### src/rtl/regfile_mp.sv
// regfile_mp: parametrised multi-port register file with a sequenced clear engine.
//   clk, rst_n         : clock, synchronous active-low reset
//   rd_addr / rd_data  : NUM_RD asynchronous read ports (port k at [k*AW +: AW] / [k*DATA_W +: DATA_W])
//   wr_en / wr_addr /
//   wr_data            : NUM_WR synchronous write ports, committed only while wr_rdy=1
//   wr_rdy             : writes are accepted this cycle (low while clearing)
//   clr_req            : start a sequenced clear (level, sampled in IDLE)
//   clr_busy           : clear in progress
//   clr_done           : one-cycle pulse after the last entry is cleared
module regfile_mp #(
  parameter int unsigned DATA_W   = 32,
  parameter int unsigned NUM_REGS = 32,
  parameter int unsigned NUM_RD   = 2,
  parameter int unsigned NUM_WR   = 1,
  parameter int unsigned ZERO_REG = 1,
  parameter int unsigned BYPASS   = 0,
  localparam int unsigned AW      = $clog2(NUM_REGS)
) (
  input  logic                       clk,
  input  logic                       rst_n,
  input  logic [NUM_RD*AW-1:0]       rd_addr,
  output logic [NUM_RD*DATA_W-1:0]   rd_data,
  input  logic [NUM_WR-1:0]          wr_en,
  input  logic [NUM_WR*AW-1:0]       wr_addr,
  input  logic [NUM_WR*DATA_W-1:0]   wr_data,
  output logic                       wr_rdy,
  input  logic                       clr_req,
  output logic                       clr_busy,
  output logic                       clr_done
);

  // Index is one bit wider than the address so the last entry never wraps.
  localparam int unsigned IW = AW + 1;

  localparam logic [0:0] ST_IDLE  = 1'b0;
  localparam logic [0:0] ST_CLEAR = 1'b1;

  logic [DATA_W-1:0] mem_q [NUM_REGS];
  logic [DATA_W-1:0] mem_d [NUM_REGS];

  logic [0:0]    state_q, state_d;
  logic [IW-1:0] idx_q, idx_d;
  logic          busy_q, busy_d;
  logic          done_q, done_d;
  logic          rdy_q, rdy_d;

  assign wr_rdy   = rdy_q;
  assign clr_busy = busy_q;
  assign clr_done = done_q;

  // Next-state, array update and registered status flags.
  always_comb begin : fsm_next
    logic [AW-1:0] wa;
    state_d = state_q;
    idx_d   = idx_q;
    busy_d  = (state_q == ST_CLEAR);
    done_d  = 1'b0;
    rdy_d   = (state_q == ST_IDLE);
    mem_d   = mem_q;
    wa      = '0;

    case (state_q)
      ST_IDLE: begin
        // Ascending port order: the highest-indexed port wins a collision.
        for (int j = 0; j < int'(NUM_WR); j++) begin
          wa = wr_addr[j*AW +: AW];
          if (wr_en[j] && !((ZERO_REG != 0) && (wa == '0))) begin
            mem_d[wa] = wr_data[j*DATA_W +: DATA_W];
          end
        end
        if (clr_req) begin
          state_d = ST_CLEAR;
          idx_d   = (ZERO_REG != 0) ? IW'(1) : IW'(0);
          busy_d  = 1'b1;
          rdy_d   = 1'b0;
        end
      end

      ST_CLEAR: begin
        // Writes are dropped here; one entry is zeroed per cycle.
        mem_d[idx_q[AW-1:0]] = '0;
        idx_d = idx_q + IW'(1);
        if (idx_q == IW'(NUM_REGS - 1)) begin
          state_d = ST_IDLE;
          busy_d  = 1'b0;
          done_d  = 1'b1;
          rdy_d   = 1'b1;
        end
      end

      default: begin
        state_d = ST_IDLE;
      end
    endcase
  end

  // State and array registers; reset overrides writes and any clear in flight.
  always_ff @(posedge clk) begin
    if (!rst_n) begin
      state_q <= ST_IDLE;
      idx_q   <= '0;
      busy_q  <= 1'b0;
      done_q  <= 1'b0;
      rdy_q   <= 1'b1;
      for (int i = 0; i < int'(NUM_REGS); i++) begin
        mem_q[i] <= '0;
      end
    end else begin
      state_q <= state_d;
      idx_q   <= idx_d;
      busy_q  <= busy_d;
      done_q  <= done_d;
      rdy_q   <= rdy_d;
      mem_q   <= mem_d;
    end
  end

  // Read ports: array value, optional same-cycle bypass, zero register has final say.
  always_comb begin : rd_mux
    logic [AW-1:0]     ra;
    logic [DATA_W-1:0] rv;
    rd_data = '0;
    ra      = '0;
    rv      = '0;
    for (int k = 0; k < int'(NUM_RD); k++) begin
      ra = rd_addr[k*AW +: AW];
      rv = mem_q[ra];
      if ((BYPASS != 0) && rdy_q) begin
        for (int j = 0; j < int'(NUM_WR); j++) begin
          if (wr_en[j] && (wr_addr[j*AW +: AW] == ra)) begin
            rv = wr_data[j*DATA_W +: DATA_W];
          end
        end
      end
      if ((ZERO_REG != 0) && (ra == '0)) begin
        rv = '0;
      end
      rd_data[k*DATA_W +: DATA_W] = rv;
    end
  end

endmodule

### config.mk
export PLATFORM = sky130hd
export DESIGN_NAME = regfile_mp
export DESIGN_NICKNAME = d
export VERILOG_FILES = /design/src/rtl/regfile_mp.sv
export SDC_FILE = /design/constraint.sdc
export NUM_CORES = 2
export LEC_CHECK = 0
export ABC_CLOCK_PERIOD_IN_PS = 8100
export CAP_MARGIN = 20
export CORE_ASPECT_RATIO = 1.5
export CORE_UTILIZATION = 55
export CTS_BUF_LIST = sky130_fd_sc_hd__clkbuf_8 sky130_fd_sc_hd__clkbuf_16
export CTS_CLUSTER_DIAMETER = 150
export DETAILED_ROUTE_END_ITERATION = 6
export MAX_ROUTING_LAYER = met4
export PLACE_DENSITY_LB_ADDON = 0.05
export SLEW_MARGIN = 20
export SYNTH_ARGS = -nofsm -noshare
export SYNTH_HDL_FRONTEND = slang
export SYNTH_SLANG_ARGS = --single-unit
### constraint.sdc
create_clock -name clk -period 8.1 [get_ports clk]
set_clock_uncertainty 0.05 [all_clocks]
set_input_delay 2.43 -clock clk [delete_from_list [all_inputs] [get_ports clk]]
set_output_delay 2.43 -clock clk [all_outputs]
set_load 0.05 [all_outputs]
==> run metrics <==
Worst-Skew Late Latency 700 ps; register area 20680 µm²; Synth cell types 53; clk sink count roughly 1000; die height 382.6 µm; critical path endpoint category output port; Least-Margin Pin Slew 1213 ps; number of max-cap violations 0; Detailed Route Iter0 Violations around 6400; Die Wd approximately 260 µm; Cells after Synth 4969; Initial Util 0.5552; pin count of the biggest net entering global routing roughly 220; Worst-path clk slew 60 ps; Final nets 4832; Syn Nets roughly 5000; Antenna Violating Nets Remaining 0; RD Place Congestion between 0.9 and 1; maximum VDD drop approximately 0.00016 V; H-tree levels 3; setup repair bufs after CTS 0; drt total wl approximately 210000 µm; core utilization of the finished layout 0.6197; first-pass GRT wire length about 300000 µm; CTS tree yes; drt first pass iters 7; via count roughly 45000; PwrDens ~190 nW/µm²; initial antenna violation count 6; Inserted Clock Buffers 102; Remaining DRCs 0; design area 59280 µm²; Layout fillers around 7900; Fmax achieved 130.3 MHz; area of the multi-input gates approximately 30000 µm²; Final min period between 7000 and 8000 ps; worst relative slew slack 0.1897; final worst-path cycle share 0.9473; HP Class flip-flop to flip-flop; max-slew violations 0; status finished clean; placed cell area between 50000 and 60000 µm²; worst path arrival time 5190 ps; number of global-route vias before repair around 44000; IO buf count around 120; Setup CP Type input port to output port; Final HPWL DP around 130000 µm; vias per cell approximately 7.4; CP Launch Type input port; Row Count ~140; Synth Register Bits just over 1000; layout cells sized above 1 0.2696; Worst Path Required around 5600 ps; gr usage total 0.4406; Seq/Total Area, Yosys 0.3894; Hold Buf Count CTS 0; synth warn 0; RSZ-0062 raised after global routing false; Die Footprint 97830 µm²; syn_area_per_cell between 10 and 15 µm²; final total negative setup slack 0 ps; crit path max fanout 32; clock root cell clkbuf_16; final hold vios 0; final setup fails 0; Layout area overhead 11.63%; io pins between 100 and 150; # resized after CTS 0; Clock Path Buffers 3; post-synthesis cell area roughly 53000 µm²; Overflow after GRT 0; core area roughly 96000 µm²; routed len/inst between 30 and 40 µm; LEAKAGE 20.36 nW
[critical path, stage by stage]
cell      delay [ps]
buf_2            470
or2_2            220
buf_4            580
o21ai_0          370
a311oi_1         840
buf_12           230
[logic make-up (layout without fill, tap and decap cells)]
kind of cell	Yosys count	in the layout	synth area share
AOI/OAI and AO/OA	1402	1402	0.2226
other	0	2	0
muxes	640	640	0.2277
and+or+nand+nor	1258	1258	0.09969
DFF	1033	1033	0.3894
buffers and inverters	632	522	0.05970
adders and majority gates	4	4	0.0009425
[where the power goes]
group          switching [W]  leakage [nW]  internal, W  total (W)
clock network        0.00217          1.77      0.00287    0.00503
registers          0.0000236          8.32      0.00511    0.00513
logic               0.000831          10.3     0.000410    0.00124
total                0.00302          20.4      0.00838     0.0114
[metal layers]
layer | track usage | part of all wire | routed length, µm | up-vias
met1 | 0.5425 | 0.36 | 76160 | 22650
li1 | - | - | - | 18540
met5 | - | 0 | 0 | -
met3 | 0.08535 | 0.12 | 24850 | 878
met2 | 0.6640 | 0.45 | 96080 | 3285
met4 | 0.2829 | 0.073 | 15560 | 0
[layout make-up]
class                           instances  share of cell area
Multi-Input combinational cell       3304              0.4996
Sequential cell                      1033              0.3488
Timing Repair Buffer                  328             0.06509
Clock buffer                          123             0.04850
Tap cell                             1269             0.02678
Clock inverter                         63             0.01036
Inverter                                8           0.0006965
Antenna cell                            2          0.00008443
[synthesized netlist by cell type (all sizes together)]
cell type	n	area, µm²
a211oi	66	495.5
a21oi	38	190.2
a221oi	46	402.9
a22oi	1052	9392
a311oi	64	560.5
a31oi	2	12.51
a32oi	2	17.52
a41oi	1	8.760
and2	38	237.7
and3	3	18.77
and3b	4	35.03
and4	2	17.52
and4b	3	30.03
and4bb	3	37.54
buf	298	1911
clkbuf	326	1230
dfxtp	1033	20680
ha	4	50.05
inv	8	30.03
mux2	64	720.7
mux2i	128	1281
mux4	448	10090
nand2	70	262.8
nand2b	2	12.51
nand3	32	160.2
nand3b	1	7.510
nand4	2	12.51
nand4b	3	26.28
nand4bb	3	33.78
nor2	999	3750
nor2b	70	437.9
nor3	7	40.04
nor3b	6	82.59
nor4b	1	23.77
nor4bb	1	10.01
o2111ai	18	157.7
o211ai	1	21.27
o21ai	112	560.5
or2	2	12.51
or3	2	12.51
or3b	2	17.52
or4	2	15.01
[sequential cells by signal, indices dropped and copies added (netlist names)]
register,flops
idx_q,6
wr_rdy,1
clr_done,1
mem_q,1024
clr_busy,1
[per-stage QoR]
step | cells | worst slack (ps) | hold slack [ps] | power [W]
finish | 6130 | 427.1 | 431.6 | 0.01141
CTS | 6127 | 540.3 | 431.5 | 0.01140
detailed placement | 5941 | 541.6 | 416.1 | 0.006453
global placement | 5939 | 593.6 | 406.5 | 0.006451
global route | 6130 | 484.7 | 450.7 | 0.01165
floorplan | 4969 | 787.8 | 387.6 | 0.005948
[cells in the final DEF, fill, tap and decap left out, types with 4 or more instances in the layout]
master / netlist / layout
mux2_2: 64 / 64
a221oi_1: 46 / 46
and2_1: 38 / 36
nor2b_1: 70 / 66
a21oi_1: 38 / 37
o2111ai_1: 18 / 18
bufinv_16: 0 / 11
clkdlybuf4s50_1: 0 / 41
nand2_1: 70 / 69
a22oi_1: 778 / 774
clkinvlp_4: 0 / 10
buf_12: 0 / 100
dfxtp_1: 1033 / 1033
inv_1: 8 / 24
a211oi_1: 66 / 66
a22oi_4: 14 / 14
nor2_1: 999 / 967
nor3_1: 6 / 5
a311oi_1: 64 / 64
clkinv_2: 0 / 18
clkbuf_8: 0 / 18
nor2_4: 0 / 30
inv_6: 0 / 4
o21ai_1: 16 / 16
a22oi_2: 260 / 264
and3b_1: 4 / 4
buf_4: 33 / 174
clkbuf_16: 0 / 105
mux2i_1: 128 / 128
nand3_1: 32 / 32
nor2b_4: 0 / 4
o21ai_0: 96 / 96
buf_8: 0 / 4
buf_2: 210 / 6
ha_1: 4 / 4
mux4_2: 448 / 448
[worst paths after layout]
check	start	endpoint	slack (ps)	depth (start not counted)
hold / removal	mem_q[985]	mem_q[985]	430	2
setup reg to reg	idx_q[1]	mem_q[832]	4920	7
setup / recovery	rd_addr[8]	rd_data[48]	430	6
hold reg to reg	mem_q[985]	mem_q[985]	430	2
No activity file was read; power rests on OpenSTA's default activity.
